File: src/rtl/io_pad_ctrl_pkg.sv
// Shared definitions for the pad configuration controller: config word
// layout, special register addresses, reset word and controller states.
package io_pad_ctrl_pkg;

  // Number of stored bits per pad config word; bits above this are reserved.
  localparam int CFG_W = 9;

  // Config word field positions.
  localparam int F_FUNC_LSB = 0;
  localparam int F_FUNC_MSB = 1;
  localparam int F_CS       = 2;
  localparam int F_SL       = 3;
  localparam int F_PU       = 4;
  localparam int F_PD       = 5;
  localparam int F_IE       = 6;
  localparam int F_GPIO_OE  = 7;
  localparam int F_GPIO_OUT = 8;
  localparam int F_IN_SYNC  = 9;  // readback-only: synchronized pad input

  localparam logic [5:0] ADDR_CTRL   = 6'd62;
  localparam logic [5:0] ADDR_STATUS = 6'd63;

  localparam logic [15:0] CFG_RESET = 16'h0040;

  typedef enum logic [1:0] {
    HOLD   = 2'd0,
    IDLE   = 2'd1,
    COMMIT = 2'd2
  } state_e;

  // A pad must never pull both ways; pull-up wins when both are requested.
  function automatic logic [CFG_W-1:0] cfg_sanitize(input logic [CFG_W-1:0] w);
    logic [CFG_W-1:0] r;
    r = w;
    if (w[F_PU] && w[F_PD]) r[F_PD] = 1'b0;
    return r;
  endfunction

endpackage

File: src/rtl/io_pad_ctrl_sync.sv
// Two-flop synchronizer bank for asynchronous pad inputs.
module io_pad_ctrl_sync #(
  parameter int W = 1
) (
  input  logic         clk_i,
  input  logic         rst_n,
  input  logic [W-1:0] d_i,
  output logic [W-1:0] q_o
);

  logic [W-1:0] meta_q;
  logic [W-1:0] sync_q;

  // Metastability stage followed by the stable output stage.
  always_ff @(posedge clk_i or negedge rst_n) begin
    if (!rst_n) begin
      meta_q <= '0;
      sync_q <= '0;
    end else begin
      meta_q <= d_i;
      sync_q <= meta_q;
    end
  end

  assign q_o = sync_q;

endmodule

File: src/rtl/io_pad_ctrl.sv
// Pad configuration controller: shadow/active config register file with
// atomic commit, post-reset safe hold, and GPIO/peripheral pin muxing.
module io_pad_ctrl
  import io_pad_ctrl_pkg::*;
#(
  parameter int NUM_BIDIR     = 54,
  parameter int NUM_FUNC      = 4,
  parameter int SETTLE_CYCLES = 1024
) (
  input  logic                              clk_i,
  input  logic                              rst_n,
  input  logic                              cfg_valid,
  output logic                              cfg_ready,
  input  logic                              cfg_we,
  input  logic [5:0]                        cfg_addr,
  input  logic [15:0]                       cfg_wdata,
  output logic [15:0]                       cfg_rdata,
  output logic                              cfg_rvalid,
  input  logic [NUM_BIDIR*(NUM_FUNC-1)-1:0] fn_out,
  input  logic [NUM_BIDIR*(NUM_FUNC-1)-1:0] fn_oe,
  output logic [NUM_BIDIR-1:0]              fn_in,
  input  logic [NUM_BIDIR-1:0]              io_in,
  output logic [NUM_BIDIR-1:0]              io_out,
  output logic [NUM_BIDIR-1:0]              io_oe,
  output logic [NUM_BIDIR-1:0]              io_cs,
  output logic [NUM_BIDIR-1:0]              io_sl,
  output logic [NUM_BIDIR-1:0]              io_ie,
  output logic [NUM_BIDIR-1:0]              io_pu,
  output logic [NUM_BIDIR-1:0]              io_pd
);

  localparam int                CNT_W    = (SETTLE_CYCLES > 1) ? $clog2(SETTLE_CYCLES) : 1;
  localparam logic [CNT_W-1:0]  CNT_LAST = CNT_W'(SETTLE_CYCLES - 1);
  localparam logic [CFG_W-1:0]  CFG_RST  = CFG_RESET[CFG_W-1:0];

  state_e             state_q, state_d;
  logic [CNT_W-1:0]   cnt_q, cnt_d;
  logic               commit, busy, settled;
  logic               wr_acc, rd_acc;
  logic [CFG_W-1:0]   shadow_q [NUM_BIDIR];
  logic [CFG_W-1:0]   active_q [NUM_BIDIR];
  logic [NUM_BIDIR-1:0] in_sync;
  logic [15:0]        rd_val, rdata_q;
  logic               rvalid_q;
  logic [CFG_W-1:0]   w;
  logic               unused_wdata;

  assign wr_acc       = cfg_valid & cfg_ready & cfg_we;
  assign rd_acc       = cfg_valid & cfg_ready & ~cfg_we;
  assign settled      = (state_q != HOLD);
  assign fn_in        = io_in;
  assign cfg_rdata    = rdata_q;
  assign cfg_rvalid   = rvalid_q;
  assign unused_wdata = ^cfg_wdata[15:CFG_W];

  io_pad_ctrl_sync #(.W(NUM_BIDIR)) u_sync (
    .clk_i (clk_i),
    .rst_n (rst_n),
    .d_i   (io_in),
    .q_o   (in_sync)
  );

  // Controller state and settle counter registers.
  always_ff @(posedge clk_i or negedge rst_n) begin
    if (!rst_n) begin
      state_q <= HOLD;
      cnt_q   <= '0;
    end else begin
      state_q <= state_d;
      cnt_q   <= cnt_d;
    end
  end

  // Next-state logic: settle hold, request acceptance, one-cycle commit.
  always_comb begin
    state_d   = state_q;
    cnt_d     = cnt_q;
    cfg_ready = 1'b0;
    busy      = 1'b0;
    commit    = 1'b0;
    case (state_q)
      HOLD: begin
        cnt_d = cnt_q + CNT_W'(1);
        if (cnt_q == CNT_LAST) begin
          state_d = IDLE;
          cnt_d   = '0;
        end
      end
      IDLE: begin
        cfg_ready = 1'b1;
        if (cfg_valid && cfg_we && (cfg_addr == ADDR_CTRL) && cfg_wdata[0]) state_d = COMMIT;
      end
      COMMIT: begin
        busy    = 1'b1;
        commit  = 1'b1;
        state_d = IDLE;
      end
      default: state_d = HOLD;
    endcase
  end

  // Shadow words take register writes; active words load all shadows on commit.
  always_ff @(posedge clk_i or negedge rst_n) begin
    if (!rst_n) begin
      for (int i = 0; i < NUM_BIDIR; i++) begin
        shadow_q[i] <= CFG_RST;
        active_q[i] <= CFG_RST;
      end
    end else begin
      for (int i = 0; i < NUM_BIDIR; i++) begin
        if (wr_acc && (cfg_addr == 6'(i))) shadow_q[i] <= cfg_sanitize(cfg_wdata[CFG_W-1:0]);
        if (commit) active_q[i] <= shadow_q[i];
      end
    end
  end

  // Read data selection for the addressed register.
  always_comb begin
    rd_val = '0;
    if (cfg_addr == ADDR_STATUS) rd_val = {14'b0, busy, settled};
    for (int i = 0; i < NUM_BIDIR; i++) begin
      if (cfg_addr == 6'(i)) rd_val = {6'b0, in_sync[i], shadow_q[i]};
    end
  end

  // Read response: data held until the next accepted read, valid pulses once.
  always_ff @(posedge clk_i or negedge rst_n) begin
    if (!rst_n) begin
      rdata_q  <= '0;
      rvalid_q <= 1'b0;
    end else begin
      rvalid_q <= rd_acc;
      if (rd_acc) rdata_q <= rd_val;
    end
  end

  // Pad drive: safe input-only during hold, else active word with function mux.
  always_comb begin
    io_out = '0;
    io_oe  = '0;
    io_cs  = '0;
    io_sl  = '0;
    io_pu  = '0;
    io_pd  = '0;
    io_ie  = '1;
    w      = '0;
    if (state_q != HOLD) begin
      for (int i = 0; i < NUM_BIDIR; i++) begin
        w         = active_q[i];
        io_out[i] = w[F_GPIO_OUT];
        io_oe[i]  = w[F_GPIO_OE];
        io_cs[i]  = w[F_CS];
        io_sl[i]  = w[F_SL];
        io_pu[i]  = w[F_PU];
        io_pd[i]  = w[F_PD];
        io_ie[i]  = w[F_IE];
        // Unsupported function codes fall through to GPIO.
        for (int f = 1; f < NUM_FUNC; f++) begin
          if (w[F_FUNC_MSB:F_FUNC_LSB] == 2'(f)) begin
            io_out[i] = fn_out[(f-1)*NUM_BIDIR + i];
            io_oe[i]  = fn_oe[(f-1)*NUM_BIDIR + i];
          end
        end
      end
    end
  end

endmodule

File: config.mk
export PLATFORM = sky130hd
export DESIGN_NAME = io_pad_ctrl
export DESIGN_NICKNAME = d
export VERILOG_FILES = /design/src/rtl/io_pad_ctrl_pkg.sv /design/src/rtl/io_pad_ctrl_sync.sv /design/src/rtl/io_pad_ctrl.sv
export SDC_FILE = /design/constraint.sdc
export NUM_CORES = 2
export LEC_CHECK = 0
export BUFFER_PORTS_ARGS = -buffer_cell sky130_fd_sc_hd__buf_4
export CAP_MARGIN = 40
export CORE_AREA = 2 2 337 339
export DETAILED_ROUTE_END_ITERATION = 7
export DIE_AREA = 0 0 339 341
export PLACE_DENSITY = 0.7
export SLEW_MARGIN = 5
export SYNTH_ARGS = -nofsm -noshare
export SYNTH_HDL_FRONTEND = slang
export SYNTH_SLANG_ARGS = --single-unit
export TNS_END_PERCENT = 10
File: constraint.sdc
create_clock -name clk_i -period 4.5 [get_ports clk_i]
set_input_delay 0.675 -clock clk_i [delete_from_list [all_inputs] [get_ports clk_i]]
set_output_delay 0.675 -clock clk_i [all_outputs]
set_load 0.005 [all_outputs]
==> run_results.csv <==
group,metric,value,unit
status,outcome,"complete, no violations",
synthesis,synth_top_area_share,0.481,
setup_path,end_kind,"flop",
route,wl_met3,17.0,mm
timing,skew,0.0221,ns
synthesis,synth_edf_count,0,
pwr,combPwrFrac,0.094,
cells_and_area,fin_nets,6047,
floorplan,die_width,339,um
cells_and_area,post-route-util,0.565,
placed_design,place_hpwl,131,mm
synthesis,synth_cells,4972,
synthesis,syn_area,0.0518,mm^2
route,drc,0,
timing,slew_headroom,0.230,
clocking,cts.clk_slew.worst_paths,0.06,ns
route,drtIter0Drc,4148,
grt,first_global_vias,41700,
timing,setup_viol,0,
floorplan,io_pins,854,
clocking,htree_levels,3,
synthesis,ys_warn_count,0,
setup_path,path_max_fanout,34,
cells_and_area,nFillCells,9778,
floorplan,die_h,341,um
cells_and_area,drive_above_1_share,0.329,
timing,drv_slew,0,
setup_path,rr_startpoint,"state_q[1]",
setup_path,required,5.13,ns
setup_path,worstSetupPathType,"input port to flop",
floorplan,core_area,0.112,mm^2
route,top_layer,"met5",
clocking,cts-resized-gates,0,
flow_run,cap_viol_max_count,0,
clocking,cts_root_buffer,"clkbuf_16",
timing,worst_slack,0.816,ns
timing,period_needed,3.68,ns
pwr,leakage,31.9,nW
synthesis,synth.top_cells.by_count,"nand2_1 (1590), dfrtp_1 (995), mux2_2 (481)",
grt,grt-ovfl-total,0,
cells_and_area,fin_area,0.0632,mm^2
timing,finalCritPeriodShare,0.819,
placed_design,portBuffers,840,
setup_path,worstPathArrival,4.32,ns
cells_and_area,synthToLayoutAreaGrowth,22.0,%
pwr,total_power,22.8,mW
timing,hold_slack,0.0612,ns
placed_design,dp_cells,7024,
floorplan,dieArea,0.116,mm^2
placed_design,postPlaceCellArea,0.0592,mm^2
setup_path,startpoint,"cfg_addr[2]",
synthesis,yosysSeqAreaShare,0.536,
pwr,p_per_area,362,mW/mm^2
clocking,cts_buffers,115,
synthesis,async_flop_share,1.00,
synthesis,ys.flop_type,"dfrtp_1",
setup_path,start_kind,"input port",
synthesis,synth_top_area_cell,"dfrtp_1",
floorplan,start_util,0.463,
grt,grt_max_degree,198,
route,avgViaCountPerCell,5.75,
grt,grt_pass1_wl,273,mm
setup_path,crit_path_end,"cfg_rdata[0]",
synthesis,yosys-top-cells-area,"dfrtp_1 (48%), nand2_1 (12%), mux2_2 (10%)",
pwr,p_sw_frac,0.258,
min_path,hold_path_depth,1,
timing,worstMarginPinSlew,1.15,ns
synthesis,ys_seq_elements,1103,
synthesis,synth.most_common_cell,"nand2_1",
timing,hold_viol,0,
route,routed_wl,185,mm
placed_design,place_congestion,0.940,
route,ant_nets,0,
placed_design,pre_cts_ws,0.248,ns
grt,grt_usage,0.314,
setup_path,reg2reg_slack,1.15,ns
route,vias,41700,
clocking,cts.path.max_buffers,3,
route,met2_length,86.4,mm
route,m1WireLength,73.3,mm
synthesis,syn_avg_cell_area,10.4,um^2
pwr,peakVddDrop,303,uV
min_path,min_from,"io_in[25]",
pwr,internal_power,16.9,mW
timing,tns,0,ns
synthesis,synth_cell_types,88,
timing,max_freq,271,MHz
cells_and_area,stdcell_count,7247,
route,post_drt_wl_per_cell,25.5,um
floorplan,num_rows,123,
pwr,switchingPower,5.89,mW
min_path,min_path_type,"input port to flop",
grt,antenna_found_initial,11,
clocking,cts_sinks,1103,
route,dr.pass1.iters,6,
pwr,p_clk_frac,0.431,
timing,rsz0062_at_grt,"false",
pwr,seq_power_share,0.475,
setup_path,reg2reg_depth,10,
clocking,cts_tree,"built",
setup_path,r2r_end,"cfg_rdata[2]",
clocking,clkLatencyLatePin,0.73,ns
-- worst min path at each step --
stage,end
floorplan,u_sync.q_o[0]
finish,u_sync.meta_q[25]
global placement,u_sync.q_o[41]
global route,u_sync.meta_q[13]
detailed placement,u_sync.q_o[22]
CTS,u_sync.meta_q[25]
-- power groups by stage --
stage	sequential (mW)	combinational [mW]	clock, mW
3_3_place_gp	11.0	2.08	0
2_1_floorplan	10.8	1.00	0
4_1_cts	10.8	2.13	9.93
5_1_grt	10.9	2.29	10.4
3_5_place_dp	11.0	2.12	0
6_report	10.9	2.14	9.84
-- layout by cell type, fill, tap and decap left out, types with 15 or more instances in the layout --
master / Yosys / layout
dfstp_2: 108 / 108
buf_12: 0 / 23
o221ai_1: 15 / 15
clkbuf_8: 0 / 20
a21oi_1: 124 / 124
nor2b_1: 19 / 15
mux2i_1: 48 / 48
nand3_1: 44 / 44
a22oi_1: 23 / 23
mux4_2: 121 / 121
nor2_2: 30 / 31
nand2_1: 1590 / 1589
mux2_2: 481 / 481
buf_4: 72 / 903
nor2_1: 112 / 109
and2_1: 327 / 326
dfrtp_1: 995 / 995
a211oi_1: 22 / 22
clkbuf_1: 221 / 31
a31oi_1: 22 / 22
nand2b_1: 67 / 64
nor3_1: 28 / 28
o21ai_0: 153 / 153
clkbuf_16: 0 / 115
o22ai_1: 43 / 43
a221oi_1: 20 / 20
clkinv_2: 0 / 20
-- worst max-delay path: stages --
cell      delay, ns
buf_4          0.43
or4b_4         0.65
nor3_1         0.32
nor4_1         0.10
a211oi_1       0.79
o31ai_1        0.26
a21oi_1        0.43
o221ai_1       0.38
o21ai_1        0.25
-- sequential cells by signal, summed over array words and instances (netlist names) --
register,cells
active_q,486
u_sync.meta_q,54
shadow_q,486
cfg_rvalid,1
state_q,2
cnt_q,10
cfg_rdata,10
u_sync.q_o,54
-- cell families (layout without fill, tap and decap cells) --
logic type,Yosys count,after routing,share of synthesized area
buffers and inverters,398,1165,0.0364
muxes,650,650,0.167
other,1,9,0.0000724
AOI/OAI and AO/OA,527,527,0.0641
and+or+nand+nor,2285,2285,0.196
adders and majority gates,1,1,0.000242
DFF,1103,1103,0.536
xor gates and xnor gates,7,7,0.00118
-- timing repair --
item	4_1_cts	5_1_grt
hold buffers	1	0
hold endpoints to repair	8	0
setup buffers	0	0
-- final cells by class --
class                      count  area [um^2]  share of cell area
inverter                      15         57.6            0.000911
clock inverter                54          651              0.0103
tap                         1500         1880              0.0297
timing repair buffer         931         7320               0.116
multi-input combinational   3476        22300               0.352
antenna                        3         7.51            0.000119
sequential                  1103        27700               0.439
clock buffer                 165         3260              0.0515
-- metal layers --
layer,GRT usage,up-vias
li1,-,18100
met1,0.416,21000
met2,0.498,2120
met3,0.0770,427
met4,0.124,8
met5,0,-
(Power assumes the default switching activity.)
